<file path="src/rtl/egress_merger.sv">
// egress_merger: round-robin merge of FIFOs D0/D1 onto one valid/ready egress; counters under `EGRESS_COUNT_EN.
// Latency: pop at T, valid_egress at T+2; at most one word per 2 cycles.
// Backpressure: word held stable in SEND until ready_egress; no pop is issued while it is held.
module egress_merger (
  input  logic       clk,
  input  logic       reset,
  input  logic       empty_d0,
  input  logic       empty_d1,
  input  logic [5:0] data_out0,
  input  logic [5:0] data_out1,
  output logic       pop_D0,
  output logic       pop_D1,
  input  logic       ready_egress,
  output logic       valid_egress,
  output logic [5:0] data_egress,
  output logic       port_egress,
  output logic       idle_egress,
  output logic [7:0] count_d0,
  output logic [7:0] count_d1
);

  typedef enum logic [1:0] {IDLE, FETCH, SEND} state_t;

  state_t state_q, state_d;
  logic   last_grant_q;
  logic   any_ne;
  logic   gnt;
  logic   pop_en;

  always_comb begin
    any_ne = !empty_d0 || !empty_d1;
    // With a single non-empty source, empty_d0 is exactly the index of that source.
    if (!empty_d0 && !empty_d1) gnt = !last_grant_q;
    else                        gnt = empty_d0;
  end

  always_comb begin
    state_d      = state_q;
    pop_en       = 1'b0;
    valid_egress = 1'b0;
    case (state_q)
      IDLE: begin
        if (any_ne) begin
          pop_en  = 1'b1;
          state_d = FETCH;
        end
      end
      FETCH: state_d = SEND;
      SEND: begin
        valid_egress = 1'b1;
        if (ready_egress) begin
          if (any_ne) begin
            pop_en  = 1'b1;
            state_d = FETCH;
          end else begin
            state_d = IDLE;
          end
        end
      end
      default: state_d = IDLE;
    endcase
  end

  // Gating with reset keeps pops low even while the flags show data during reset.
  assign pop_D0      = pop_en && reset && !gnt;
  assign pop_D1      = pop_en && reset && gnt;
  assign idle_egress = (state_q == IDLE) && empty_d0 && empty_d1;

  // last_grant_q also names the source of the word currently in FETCH.
  always_ff @(posedge clk or negedge reset) begin
    if (!reset) begin
      state_q      <= IDLE;
      last_grant_q <= 1'b1;
      data_egress  <= 6'd0;
      port_egress  <= 1'b0;
    end else begin
      state_q <= state_d;
      if (pop_en) last_grant_q <= gnt;
      if (state_q == FETCH) begin
        data_egress <= last_grant_q ? data_out1 : data_out0;
        port_egress <= last_grant_q;
      end
    end
  end

`ifdef EGRESS_COUNT_EN
  logic [7:0] cnt0_q, cnt1_q;

  always_ff @(posedge clk or negedge reset) begin
    if (!reset) begin
      cnt0_q <= 8'd0;
      cnt1_q <= 8'd0;
    end else if (valid_egress && ready_egress) begin
      if (port_egress) cnt1_q <= cnt1_q + 8'd1;
      else             cnt0_q <= cnt0_q + 8'd1;
    end
  end

  assign count_d0 = cnt0_q;
  assign count_d1 = cnt1_q;
`else
  assign count_d0 = 8'd0;
  assign count_d1 = 8'd0;
`endif

endmodule
</file>
<file path="config.mk">
export PLATFORM = sky130hd
export DESIGN_NAME = egress_merger
export DESIGN_NICKNAME = d
export VERILOG_FILES = /design/src/rtl/egress_merger.sv
export SDC_FILE = /design/constraint.sdc
export NUM_CORES = 1
export LEC_CHECK = 0
export CORE_MARGIN = 2
export CORE_UTILIZATION = 38
export CTS_BUF_LIST = sky130_fd_sc_hd__clkbuf_8
export DETAILED_ROUTE_END_ITERATION = 6
export GPL_ROUTABILITY_DRIVEN = 1
export PLACE_DENSITY = 0.87
export REMOVE_ABC_BUFFERS = 1
export SLEW_MARGIN = 20
export SYNTH_ARGS = -nofsm -noshare
export SYNTH_HDL_FRONTEND = slang
export SYNTH_SLANG_ARGS = --single-unit
</file>
<file path="constraint.sdc">
create_clock -name clk -period 2 [get_ports clk]
set_input_delay 0.3 -clock clk [delete_from_list [all_inputs] [get_ports clk]]
set_output_delay 0.3 -clock clk [all_outputs]
set_load 0.02 [all_outputs]
</file>
==> results.rst, run 1 <==
.. list-table::
   :header-rows: 1

   * - Metric
     - Value
   * - Number of violations reported at the end of detailed-routing iteration 0
     - 4
   * - Logic pwr share
     - 51.0%
   * - Top area cells in the synthesized netlist
     - dfrtp_1 36%, buf_4 19%, mux2i_1 9.6%, nor4b_2 4.8%, dfstp_2 4.2%
   * - Post-place setup slack
     - -0.287 ns
   * - RD Place Congestion
     - 0.665
   * - Synthesis-to-layout area growth
     - 47.2%
   * - Cell-by-cell listing of the critical path
     - clkdlybuf4s50_1 -> nor2b_4 -> or2_4 -> nor4b_2 -> clkbuf_2
   * - Root buffer selected by CTS
     - clkbuf_8
   * - CP Launch Type
     - primary input
   * - Number of synthesized register bits
     - 10
   * - Tightest Hold Check Type
     - primary input to asynchronous set/reset pin
   * - Post-detailed-route via-to-cell ratio
     - 4.51
   * - Die height
     - 44.5 um
   * - Most frequent cells after synthesis
     - 16 x buf_4, 9 x dfrtp_1, 7 x nand2_1, 6 x mux2i_1, 5 x o21ai_0
   * - TritonCTS Buffers
     - 3
   * - TritonCTS clock tree
     - built
   * - Multi-input combinational cell area
     - 294 um^2
   * - Number of levels in the clock H-tree
     - 1
   * - Cell count after synthesis
     - 63
   * - Required time at the endpoint of the critical path
     - 1.70 ns
   * - Count of cell types in the netlist
     - 21
   * - Post-layout utilization of the core
     - 60.2%
   * - Final #Nets
     - 113
   * - RSZ-0062 raised after global routing
     - false
   * - Switching Fraction
     - 36.5%
   * - Worst Skew
     - 0.00272 ns
   * - CTS Buffer Depth
     - 2
   * - Core Footprint
     - 1520 um^2
   * - Number of antenna violations at the first check in global routing
     - 0
   * - Fraction of post-synthesis cell area in the top cell type by area
     - 36.1%
   * - Status
     - finished clean
   * - Storage element area
     - 251 um^2
   * - Sequential-to-total area share from yosys stat
     - 40.4%
   * - Yosys warnings
     - 0
   * - Count of unresolved DRC violations after routing
     - 0
   * - Critical register-to-register path startpoint
     - state_q[1]
   * - Via count
     - 501
   * - Share of layout cells above drive strength 1
     - 16.8%
   * - Cts hold-fix bufs
     - 0
   * - R2R Setup Slk
     - 0.73 ns
   * - Maximum number of pins on one net before global-route repair
     - 15
   * - Final setup violating endpoints
     - 0
   * - Switching component of the power
     - 0.453 mW
   * - Leading area contributor after synthesis
     - dfrtp_1
   * - Maximum VDD drop
     - 0.000644 V
   * - Cell with the largest stage delay on the worst path
     - clkdlybuf4s50_1
   * - Clock transition at the registers of the reported paths
     - 0.05 ns
   * - Total half-perimeter wirelength after legalization and detailed placement
     - 973 um
   * - Wire length per cell after detailed routing
     - 10.6 um
   * - Number of flops mapped to enable cells by yosys
     - 0
   * - Asr flop ratio synth
     - 100%
   * - # rows
     - 14
   * - Total power density per cell area
     - 1350 nW/um^2
   * - Fill cell count
     - 139
   * - Wire length of the first global-routing pass
     - 1.87 mm
   * - Slowest Stage Delay on Critical Path
     - 0.52 ns
   * - Most used flip-flop cell after synthesis
     - dfrtp_1
   * - Biggest fanout along the worst timing path
     - 4
   * - Cell family contributing the most delay on the critical path
     - buffers and inverters
   * - Routed Wire Length
     - 1.17 mm
   * - Antenna Diode Count
     - 0
   * - Horizontal die dimension
     - 44.5 um
   * - # clock sinks
     - 10
   * - Leakage power total
     - 0.445 nW
   * - DRT Pass-1 Iters
     - 3
   * - Worst Slack Setup Final
     - 0.166 ns
   * - Number of setup buffers added after CTS
     - 0
   * - Number of top-level pins
     - 44
   * - GR Util All Layers
     - 12.3%
   * - Final hold viol count
     - 0
   * - Overall die area
     - 1980 um^2
   * - Critical R2R Capture
     - port_egress
   * - Worst reg2reg path depth
     - 2
   * - Synthesized cell area
     - 623 um^2
   * - Vias in the first global route
     - 447
   * - Critical path start-end classification
     - primary input to output port
   * - Average cell area after synthesis
     - 9.89 um^2
   * - Count of buffer and inverter cells on the critical path
     - 2
   * - Final period util
     - 91.7%
   * - Worst path arrival time
     - 1.53 ns
   * - Fmax
     - 545 MHz
   * - Starting density of the core
     - 40.9%
   * - Share of power burned in the clock network
     - 19.6%
   * - Count of buffers inserted at the top-level ports
     - 27
   * - Worst Setup End Kind
     - output port
   * - Internal portion of total power
     - 0.788 mW
   * - Clock network latency to the later pin of the worst-skew pair
     - 0.23 ns
   * - Shortest period the worst path allows
     - 1.83 ns
   * - Antenna-violating nets left
     - 0
   * - Sequential fraction of design power
     - 29.4%
   * - Overall overflow remaining after global route
     - 0
   * - Count leader, synth
     - buf_4
   * - Count of final max-slew check failures
     - 0
   * - Count of max-cap constraint violations
     - 0
## power by group through the flow
stage	logic [mW]	registers, mW	clock network (mW)
2_1_floorplan	0.259	0.475	0
4_1_cts	0.647	0.366	0.248
5_1_grt	0.688	0.381	0.258
3_5_place_dp	0.650	0.368	0
3_3_place_gp	0.631	0.365	0
6_report	0.632	0.365	0.243
## kinds of logic after synthesis
family	count (synthesis)	share of synthesized area, %
mux	7	11.4
compound gates	10	8.83
other cells	1	0.602
simple gates	16	17.3
buf+inv	19	21.5
flops	10	40.4
## per-stage QoR
step	setup TNS (ns)	hold slack [ns]	cells	power (mW)	instance area, um^2
global route	0	0.487	111	1.33	917
floorplan	0	0.00441	60	0.733	549
CTS	0	0.466	111	1.26	923
finish	0	0.452	111	1.24	917
detailed placement	-0.561	0.472	107	1.02	870
global placement	-0.529	0.465	107	0.997	870
## placed cells by master, fill, tap and decap left out
cell,synthesis,final
nor2b_4,1,1
or2b_1,1,1
buf_4,16,4
nor4b_2,2,2
clkbuf_8,0,4
o21ai_0,5,5
a21oi_1,1,1
nor3_1,1,1
nand2_1,7,7
nor2b_1,1,1
nor2_1,1,1
inv_1,1,1
o21ai_1,2,2
dfstp_2,1,1
o31ai_1,2,2
dfrtp_1,9,9
dlymetal6s2s_1,0,1
mux2_2,1,1
conb_1,1,16
nand2b_1,1,1
clkdlybuf4s50_1,0,24
or2_4,1,1
mux2i_1,6,6
clkbuf_2,0,2
## how the worst max path moves through the flow
stage	start	end	slack [ns]	cells past startpoint
2_1_floorplan	last_grant_q	pop_D0	0.49	2
3_3_place_gp	ready_egress	pop_D1	-0.27	5
3_5_place_dp	ready_egress	pop_D0	-0.29	5
4_1_cts	ready_egress	pop_D1	0.002	5
5_1_grt	state_q[0]	valid_egress	0.09	3
6_report	ready_egress	pop_D0	0.17	5
## routing by layer
layer	share of wire [%]	track usage (%)
met5	0	0
met4	0	0
met3	10	4.90
met2	50	21.7
met1	39	15.0
## timing repair
action                                  CTS  global route
endpoints found under the setup margin    2             3
endpoints found under the hold margin     0             0
gates cloned                              0             0
gates resized for setup                   3             6
## state kept, by name, summed over array words and instances, names as in the netlist
name	count
state_q	2
data_egress	6
port_egress	1
last_grant_q	1
## area by class of cell
type	instances	area share, %
clock buffers	4	6.00
multi-input cells	49	32.1
flip-flops and latches	10	27.4
inverters	1	0.409
well taps	16	2.18
repair buffers	31	31.9
No activity file was read; power rests on OpenSTA's default activity.
==> run 2: changes to the inputs <==
--- a/config.mk
+++ b/config.mk
@@ -5,12 +5,12 @@
 export SDC_FILE = /design/constraint.sdc
 export NUM_CORES = 1
 export LEC_CHECK = 0
-export CORE_MARGIN = 2
+export CORE_MARGIN = 3
 export CORE_UTILIZATION = 38
 export CTS_BUF_LIST = sky130_fd_sc_hd__clkbuf_8
 export DETAILED_ROUTE_END_ITERATION = 6
 export GPL_ROUTABILITY_DRIVEN = 1
-export PLACE_DENSITY = 0.87
+export PLACE_DENSITY_LB_ADDON = 0.1
 export REMOVE_ABC_BUFFERS = 1
 export SLEW_MARGIN = 20
 export SYNTH_ARGS = -nofsm -noshare
==> run 2 against run 1 <==
Against the previous run:
- worst setup slack lost 0.0026 ns
- flip-flop and latch count unchanged
- clock power down 15%
- total power shrank 2.0%
- core utilization grew 4.4 points
- critical endpoint is now valid_egress
- highest routed layer is now met4
==> results.rst, run 2 (synthesized netlist as in run 1, its figures left out) <==
.. list-table::
   :header-rows: 1

   * - Metric
     - Value
   * - Status
     - finished clean (unchanged)
   * - Post-detailed-route via-to-cell ratio
     - 4.49 (was 4.51)
   * - Required time at the endpoint of the critical path
     - 1.70 ns (about the same)
   * - Routed Wire Length
     - 1.25 mm (was 1.17 mm)
   * - Biggest fanout along the worst timing path
     - 5 (was 4)
   * - # clock sinks
     - 10 (unchanged)
   * - Final #Nets
     - 114 (was 113)
   * - # rows
     - 13 (was 14)
   * - Horizontal die dimension
     - 46.5 um (was 44.5 um)
   * - Antenna Diode Count
     - 0 (unchanged)
   * - Number of top-level pins
     - 44 (unchanged)
   * - Critical path start-end classification
     - register to output port (was primary input to output port)
   * - Fmax
     - 545 MHz (about the same)
   * - Total half-perimeter wirelength after legalization and detailed placement
     - 1.04 mm (was 973 um)
   * - Post-layout utilization of the core
     - 64.5% (was 60.2%)
   * - Count of max-cap constraint violations
     - 0 (unchanged)
   * - Number of flip-flops under the largest register name
     - 6 (unchanged)
   * - CTS Buffer Depth
     - 2 (unchanged)
   * - Shortest period the worst path allows
     - 1.84 ns (was 1.83 ns)
   * - Worst Skew
     - 0.00456 ns (was 0.00272 ns)
   * - Number of antenna violations at the first check in global routing
     - 0 (unchanged)
   * - Number of setup buffers added after CTS
     - 0 (unchanged)
   * - Most common cell after layout, fill and taps aside
     - clkdlybuf4s50_1 (unchanged)
   * - CP Launch Type
     - register (was primary input)
   * - Wire length of the first global-routing pass
     - 1.93 mm (was 1.87 mm)
   * - RD Place Congestion
     - 0.637 (was 0.665)
   * - Maximum number of pins on one net before global-route repair
     - 15 (unchanged)
   * - Starting density of the core
     - 44.0% (was 40.9%)
   * - GR Util All Layers
     - 12.8% (was 12.3%)
   * - TritonCTS Buffers
     - 3 (unchanged)
   * - Global routing usage on met2
     - 19.0% (was 21.7%)
   * - Final period util
     - 91.8% (was 91.7%)
   * - Share of layout cells above drive strength 1
     - 16.7% (was 16.8%)
   * - Antenna-violating nets left
     - 0 (unchanged)
   * - Count of buffers inserted at the top-level ports
     - 27 (unchanged)
   * - Commonest cells after routing, fill and taps aside
     - 24 x clkdlybuf4s50_1, 16 x conb_1, 9 x dfrtp_1 (unchanged)
   * - Regs by FF count
     - data_egress: 6 flops, state_q: 2 flops (unchanged)
   * - Final setup violating endpoints
     - 0 (unchanged)
   * - Count of unresolved DRC violations after routing
     - 0 (unchanged)
   * - Worst Setup End Kind
     - output port (unchanged)
   * - Number of levels in the clock H-tree
     - 1 (unchanged)
   * - Global routing's busiest layer
     - met2 (unchanged)
   * - Vias in the first global route
     - 443 (was 447)
   * - Overall overflow remaining after global route
     - 0 (unchanged)
   * - Fill cell count
     - 135 (was 139)
   * - Register ranked first by flip-flop count
     - data_egress (unchanged)
   * - Final hold viol count
     - 0 (unchanged)
   * - TritonCTS clock tree
     - built (unchanged)
   * - Placed cell areas
     - 876 um^2 (was 870 um^2)
   * - Leakage power total
     - 0.448 nW (was 0.445 nW)
   * - Number of violations reported at the end of detailed-routing iteration 0
     - 0 (was 4)
   * - Tightest Hold Check Type
     - primary input to asynchronous set/reset pin (unchanged)
   * - Root buffer selected by CTS
     - clkbuf_8 (unchanged)
   * - DRT Pass-1 Iters
     - 1 (was 3)
   * - Maximum VDD drop
     - 0.000656 V (was 0.000644 V)
   * - Overall die area
     - 2160 um^2 (was 1980 um^2)
   * - Clock transition at the registers of the reported paths
     - 0.05 ns (about the same)
   * - Final Cell Area
     - 913 um^2 (was 917 um^2)
   * - Total power density per cell area
     - 1330 nW/um^2 (was 1350 nW/um^2)
   * - Worst hold slack
     - 0.448 ns (was 0.452 ns)
   * - Worst path arrival time
     - 1.54 ns (was 1.53 ns)
   * - Die height
     - 46.5 um (was 44.5 um)
   * - Count of final max-slew check failures
     - 0 (unchanged)
   * - RSZ-0062 raised after global routing
     - false (unchanged)
   * - Cell count after placement
     - 107 (unchanged)
   * - Clock network latency to the later pin of the worst-skew pair
     - 0.23 ns (about the same)
   * - Via count
     - 498 (was 501)
   * - Synthesis-to-layout area growth
     - 46.6% (was 47.2%)
   * - Core Footprint
     - 1420 um^2 (was 1520 um^2)
   * - Met3 Track Usage GR
     - 4.30% (was 4.90%)
   * - Wire length per cell after detailed routing
     - 11.2 um (was 10.6 um)
   * - Final instance count without filler cells
     - 111 (unchanged)
   * - Global routing met1 resource utilization
     - 15.4% (was 15.0%)
[run 2: cell types whose count changed in the layout (fill, tap and decap cells not counted), sizes merged]
cell	change
clkbuf	-1
inv	+1
buf	+1
[run 2: layout make-up]
cell class,count,area [um^2],area share [%]
sequential,10,251,27.5
clock inverter,1,3.75,0.411
timing repair buffer,32,300,32.9
clock buffer,3,41.3,4.52
multi-input combinational,49,294,32.2
tap,15,18.8,2.05
inverter,1,3.75,0.411
[run 2: repair_timing]
item	4_1_cts	5_1_grt
pin swaps	0	0
hold buffers	0	0
gates resized for setup	2	7
endpoints found under the setup margin	2	3
[run 2: layer usage]
layer  wire [um]  up-vias
met4          28        0
met2         595       28
met1         465      222
li1            -      244
met5           0        -
met3         158        4
[run 2: path summary, 6_finish.rpt]
path	startpoint	to	slack, ns	cells after the start
min in group clk	data_egress[1]	data_egress[1]	0.47	2
worst min register to register	data_egress[1]	data_egress[1]	0.47	2
worst max-delay path	state_q[0]	valid_egress	0.16	3
worst max register to register	state_q[1]	port_egress	0.71	2
worst min-delay path	reset	state_q[1]	0.45	2
max in group asynchronous	reset	last_grant_q	1.33	2
[run 2: stage by stage]
step	setup WS, ns	power (mW)	TNS, ns
floorplan	0.488	0.733	0
global placement	-0.253	1.02	-0.505
detailed placement	-0.266	1.03	-0.516
CTS	0.0148	1.23	0
global route	0.0948	1.30	0
finish	0.164	1.22	0
[run 2: worst max-delay path, stage by stage, from the launching register on]
cell and delay (ns):
dfrtp_1 0.41, or2b_1 0.24, inv_1 0.06, clkdlybuf4s50_1 0.59
[run 2: power breakdown]
group          switching (mW)  internal (mW)
Combinational           0.328          0.318
Sequential             0.0553          0.308
Clock                  0.0727          0.134
==> run 3: changes to the inputs <==
--- a/config.mk
+++ b/config.mk
@@ -8,9 +8,10 @@
 export CORE_MARGIN = 3
 export CORE_UTILIZATION = 38
 export CTS_BUF_LIST = sky130_fd_sc_hd__clkbuf_8
+export CTS_CLUSTER_SIZE = 12
 export DETAILED_ROUTE_END_ITERATION = 6
 export GPL_ROUTABILITY_DRIVEN = 1
-export PLACE_DENSITY_LB_ADDON = 0.1
+export PLACE_DENSITY_LB_ADDON = 0.25
 export REMOVE_ABC_BUFFERS = 1
 export SLEW_MARGIN = 20
 export SYNTH_ARGS = -nofsm -noshare
==> run 3 against run 2 <==
Against the previous run:
- clock skew hardly changed
- worst setup slack got worse by 0.12 ns
- non-clock buffer count decreased by 1
- critical path type is now primary input to output port
- cell count shrank 0.90%
- combinational power down 4.8%
- largest power group unchanged
- register-to-register slack about the same
- clock-buffer cell count increased by 1
- worst hold slack lost 0.027 ns
==> results.rst, run 3 (synthesized netlist as in run 1, its figures left out) <==
.. list-table::
   :header-rows: 1

   * - Metric
     - Value
   * - RSZ-0062 raised after global routing
     - false (unchanged)
   * - Vias in the first global route
     - 429 (was 443)
   * - Placed cell areas
     - 868 um^2 (was 876 um^2)
   * - Number of levels in the clock H-tree
     - 1 (unchanged)
   * - TritonCTS Buffers
     - 3 (unchanged)
   * - # rows
     - 13 (unchanged)
   * - Final setup violating endpoints
     - 0 (unchanged)
   * - RD Place Congestion
     - 0.655 (was 0.637)
   * - Worst path arrival time
     - 1.65 ns (was 1.54 ns)
   * - Status
     - finished clean (unchanged)
   * - Number of violations reported at the end of detailed-routing iteration 0
     - 5 (was 0)
   * - R2R Setup Slk
     - 0.71 ns (about the same)
   * - Post-layout utilization of the core
     - 64.9% (was 64.5%)
   * - Clock transition at the registers of the reported paths
     - 0.05 ns (about the same)
   * - TritonCTS clock tree
     - built (unchanged)
   * - Final period util
     - 97.6% (was 91.8%)
   * - Worst reg2reg path depth
     - 2 (unchanged)
   * - Count of buffers inserted at the top-level ports
     - 27 (unchanged)
   * - Horizontal die dimension
     - 46.5 um (unchanged)
   * - Number of flip-flops under the largest register name
     - 6 (unchanged)
   * - Number of setup buffers added after CTS
     - 0 (unchanged)
   * - Maximum VDD drop
     - 0.000658 V (was 0.000656 V)
   * - Final instance count without filler cells
     - 110 (was 111)
   * - Levels on crit path
     - 5 (was 3)
   * - GR Util All Layers
     - 12.9% (was 12.8%)
   * - Setup total negative slack
     - 0 ns (unchanged)
   * - Switching Fraction
     - 36.9% (was 37.5%)
   * - Regs by FF count
     - data_egress: 6 flops, state_q: 2 flops (unchanged)
   * - Leakage power total
     - 0.431 nW (was 0.448 nW)
   * - Fmax
     - 512 MHz (was 545 MHz)
   * - Synthesis-to-layout area growth
     - 47.4% (was 46.6%)
   * - Core Footprint
     - 1420 um^2 (unchanged)
   * - Most common cell after layout, fill and taps aside
     - clkdlybuf4s50_1 (unchanged)
   * - Worst Skew
     - 0.00476 ns (was 0.00456 ns)
   * - Wire length of the first global-routing pass
     - 1.92 mm (was 1.93 mm)
   * - Switching component of the power
     - 0.463 mW (was 0.456 mW)
   * - Cell family contributing the most delay on the critical path
     - buffers and inverters (unchanged)
   * - # clock sinks
     - 10 (unchanged)
   * - Overall die area
     - 2160 um^2 (unchanged)
   * - Count of unresolved DRC violations after routing
     - 0 (unchanged)
   * - Shortest period the worst path allows
     - 1.95 ns (was 1.84 ns)
   * - Antenna Diode Count
     - 0 (unchanged)
   * - Tightest Hold Check Type
     - primary input to asynchronous set/reset pin (unchanged)
   * - Biggest fanout along the worst timing path
     - 4 (was 5)
   * - Critical path start-end classification
     - primary input to output port (was register to output port)
   * - Routed Wire Length
     - 1.22 mm (was 1.25 mm)
   * - Count of final max-slew check failures
     - 0 (unchanged)
   * - Total power density per cell area
     - 1360 nW/um^2 (was 1330 nW/um^2)
   * - Internal portion of total power
     - 0.789 mW (was 0.760 mW)
   * - CP Launch Type
     - primary input (was register)
   * - Maximum number of pins on one net before global-route repair
     - 15 (unchanged)
   * - Antenna-violating nets left
     - 0 (unchanged)
   * - Number of antenna violations at the first check in global routing
     - 0 (unchanged)
   * - Root buffer selected by CTS
     - clkbuf_8 (unchanged)
   * - Wire length per cell after detailed routing
     - 11.1 um (was 11.2 um)
   * - Starting density of the core
     - 44.0% (unchanged)
   * - Share of layout cells above drive strength 1
     - 16.8% (was 16.7%)
   * - Via count
     - 497 (was 498)
   * - Crit path launch
     - ready_egress (was state_q[0])
   * - Total Power Consumption
     - 1.25 mW (was 1.22 mW)
   * - Total half-perimeter wirelength after legalization and detailed placement
     - 961 um (was 1.04 mm)
   * - Number of top-level pins
     - 44 (unchanged)
   * - Clock network latency to the later pin of the worst-skew pair
     - 0.24 ns (was 0.23 ns)
   * - Sequential fraction of design power
     - 30.7% (was 29.9%)
   * - DRT Pass-1 Iters
     - 4 (was 1)
   * - Count of max-cap constraint violations
     - 0 (unchanged)
   * - CTS Buffer Depth
     - 2 (unchanged)
   * - Count of buffer and inverter cells on the critical path
     - 2 (unchanged)
   * - Final Cell Area
     - 918 um^2 (was 913 um^2)
   * - Cell count after placement
     - 106 (was 107)
   * - Critical register-to-register path startpoint
     - state_q[1] (unchanged)
   * - Cell-by-cell listing of the critical path
     - clkdlybuf4s50_1 -> nor2b_4 -> or2_4 -> nor4b_2 -> clkdlybuf4s15_2 (was or2b_1 -> inv_1 -> clkdlybuf4s50_1)
   * - Slowest Stage Delay on Critical Path
     - 0.52 ns (was 0.59 ns)
   * - Cell with the largest stage delay on the worst path
     - clkdlybuf4s50_1 (unchanged)
   * - Share of power burned in the clock network
     - 20.3% (was 17.0%)
   * - Commonest cells after routing, fill and taps aside
     - 24 x clkdlybuf4s50_1, 16 x conb_1, 9 x dfrtp_1 (unchanged)
   * - Resize count post-CTS
     - 6 (was 2)
   * - Required time at the endpoint of the critical path
     - 1.70 ns (about the same)
   * - Cts hold-fix bufs
     - 0 (unchanged)
   * - Die height
     - 46.5 um (unchanged)
   * - Final #Nets
     - 113 (was 114)
   * - Overall overflow remaining after global route
     - 0 (unchanged)
   * - Post-detailed-route via-to-cell ratio
     - 4.52 (was 4.49)
   * - Final hold viol count
     - 0 (unchanged)
   * - Register ranked first by flip-flop count
     - data_egress (unchanged)
   * - Logic pwr share
     - 49.0% (was 53.1%)
   * - Worst Setup End Kind
     - output port (unchanged)
-- run 3: through the flow --
stage	hold WS (ns)	setup slack (ns)
floorplan	0.00441	0.488
global placement	0.464	-0.266
detailed placement	0.471	-0.302
CTS	0.426	0.00226
global route	0.451	0.00487
finish	0.421	0.0471
-- run 3: power groups by stage --
stage	logic, mW	registers (mW)	clock network, mW
after global placement	0.616	0.389	0
after global routing	0.670	0.400	0.277
after detailed placement	0.624	0.388	0
after floorplan	0.259	0.475	0
final	0.614	0.385	0.254
after CTS	0.625	0.387	0.267
-- run 3: final timing paths --
kind	endpoint
max in group asynchronous	last_grant_q
hold / removal	state_q[1]
setup / recovery	pop_D0
min in group clk	data_egress[3]
setup reg to reg	port_egress
hold reg to reg	data_egress[3]
-- run 3: per-layer routing --
layer  up-vias  GRT usage (%)  wire [um]
met5         -              0          0
met4         0           3.41          0
met3         0           6.64        196
met2        35           19.2        541
met1       221           16.2        484
li1        241              -          -
-- run 3: layout make-up --
type	count	area, um^2
Tap cell	15	18.8
Fill cell	126	497
Sequential cell	10	251
Multi-Input combinational cell	49	294
Timing Repair Buffer	31	295
Clock buffer	4	55.1
Inverter	1	3.75
-- run 3: worst register-to-register path: cells and delay by family, from the launching register on --
family           cells  cell delay, ns
multiplexers         1            0.39
flip-flops           1            0.38
AND/OR/NAND/NOR      1            0.41
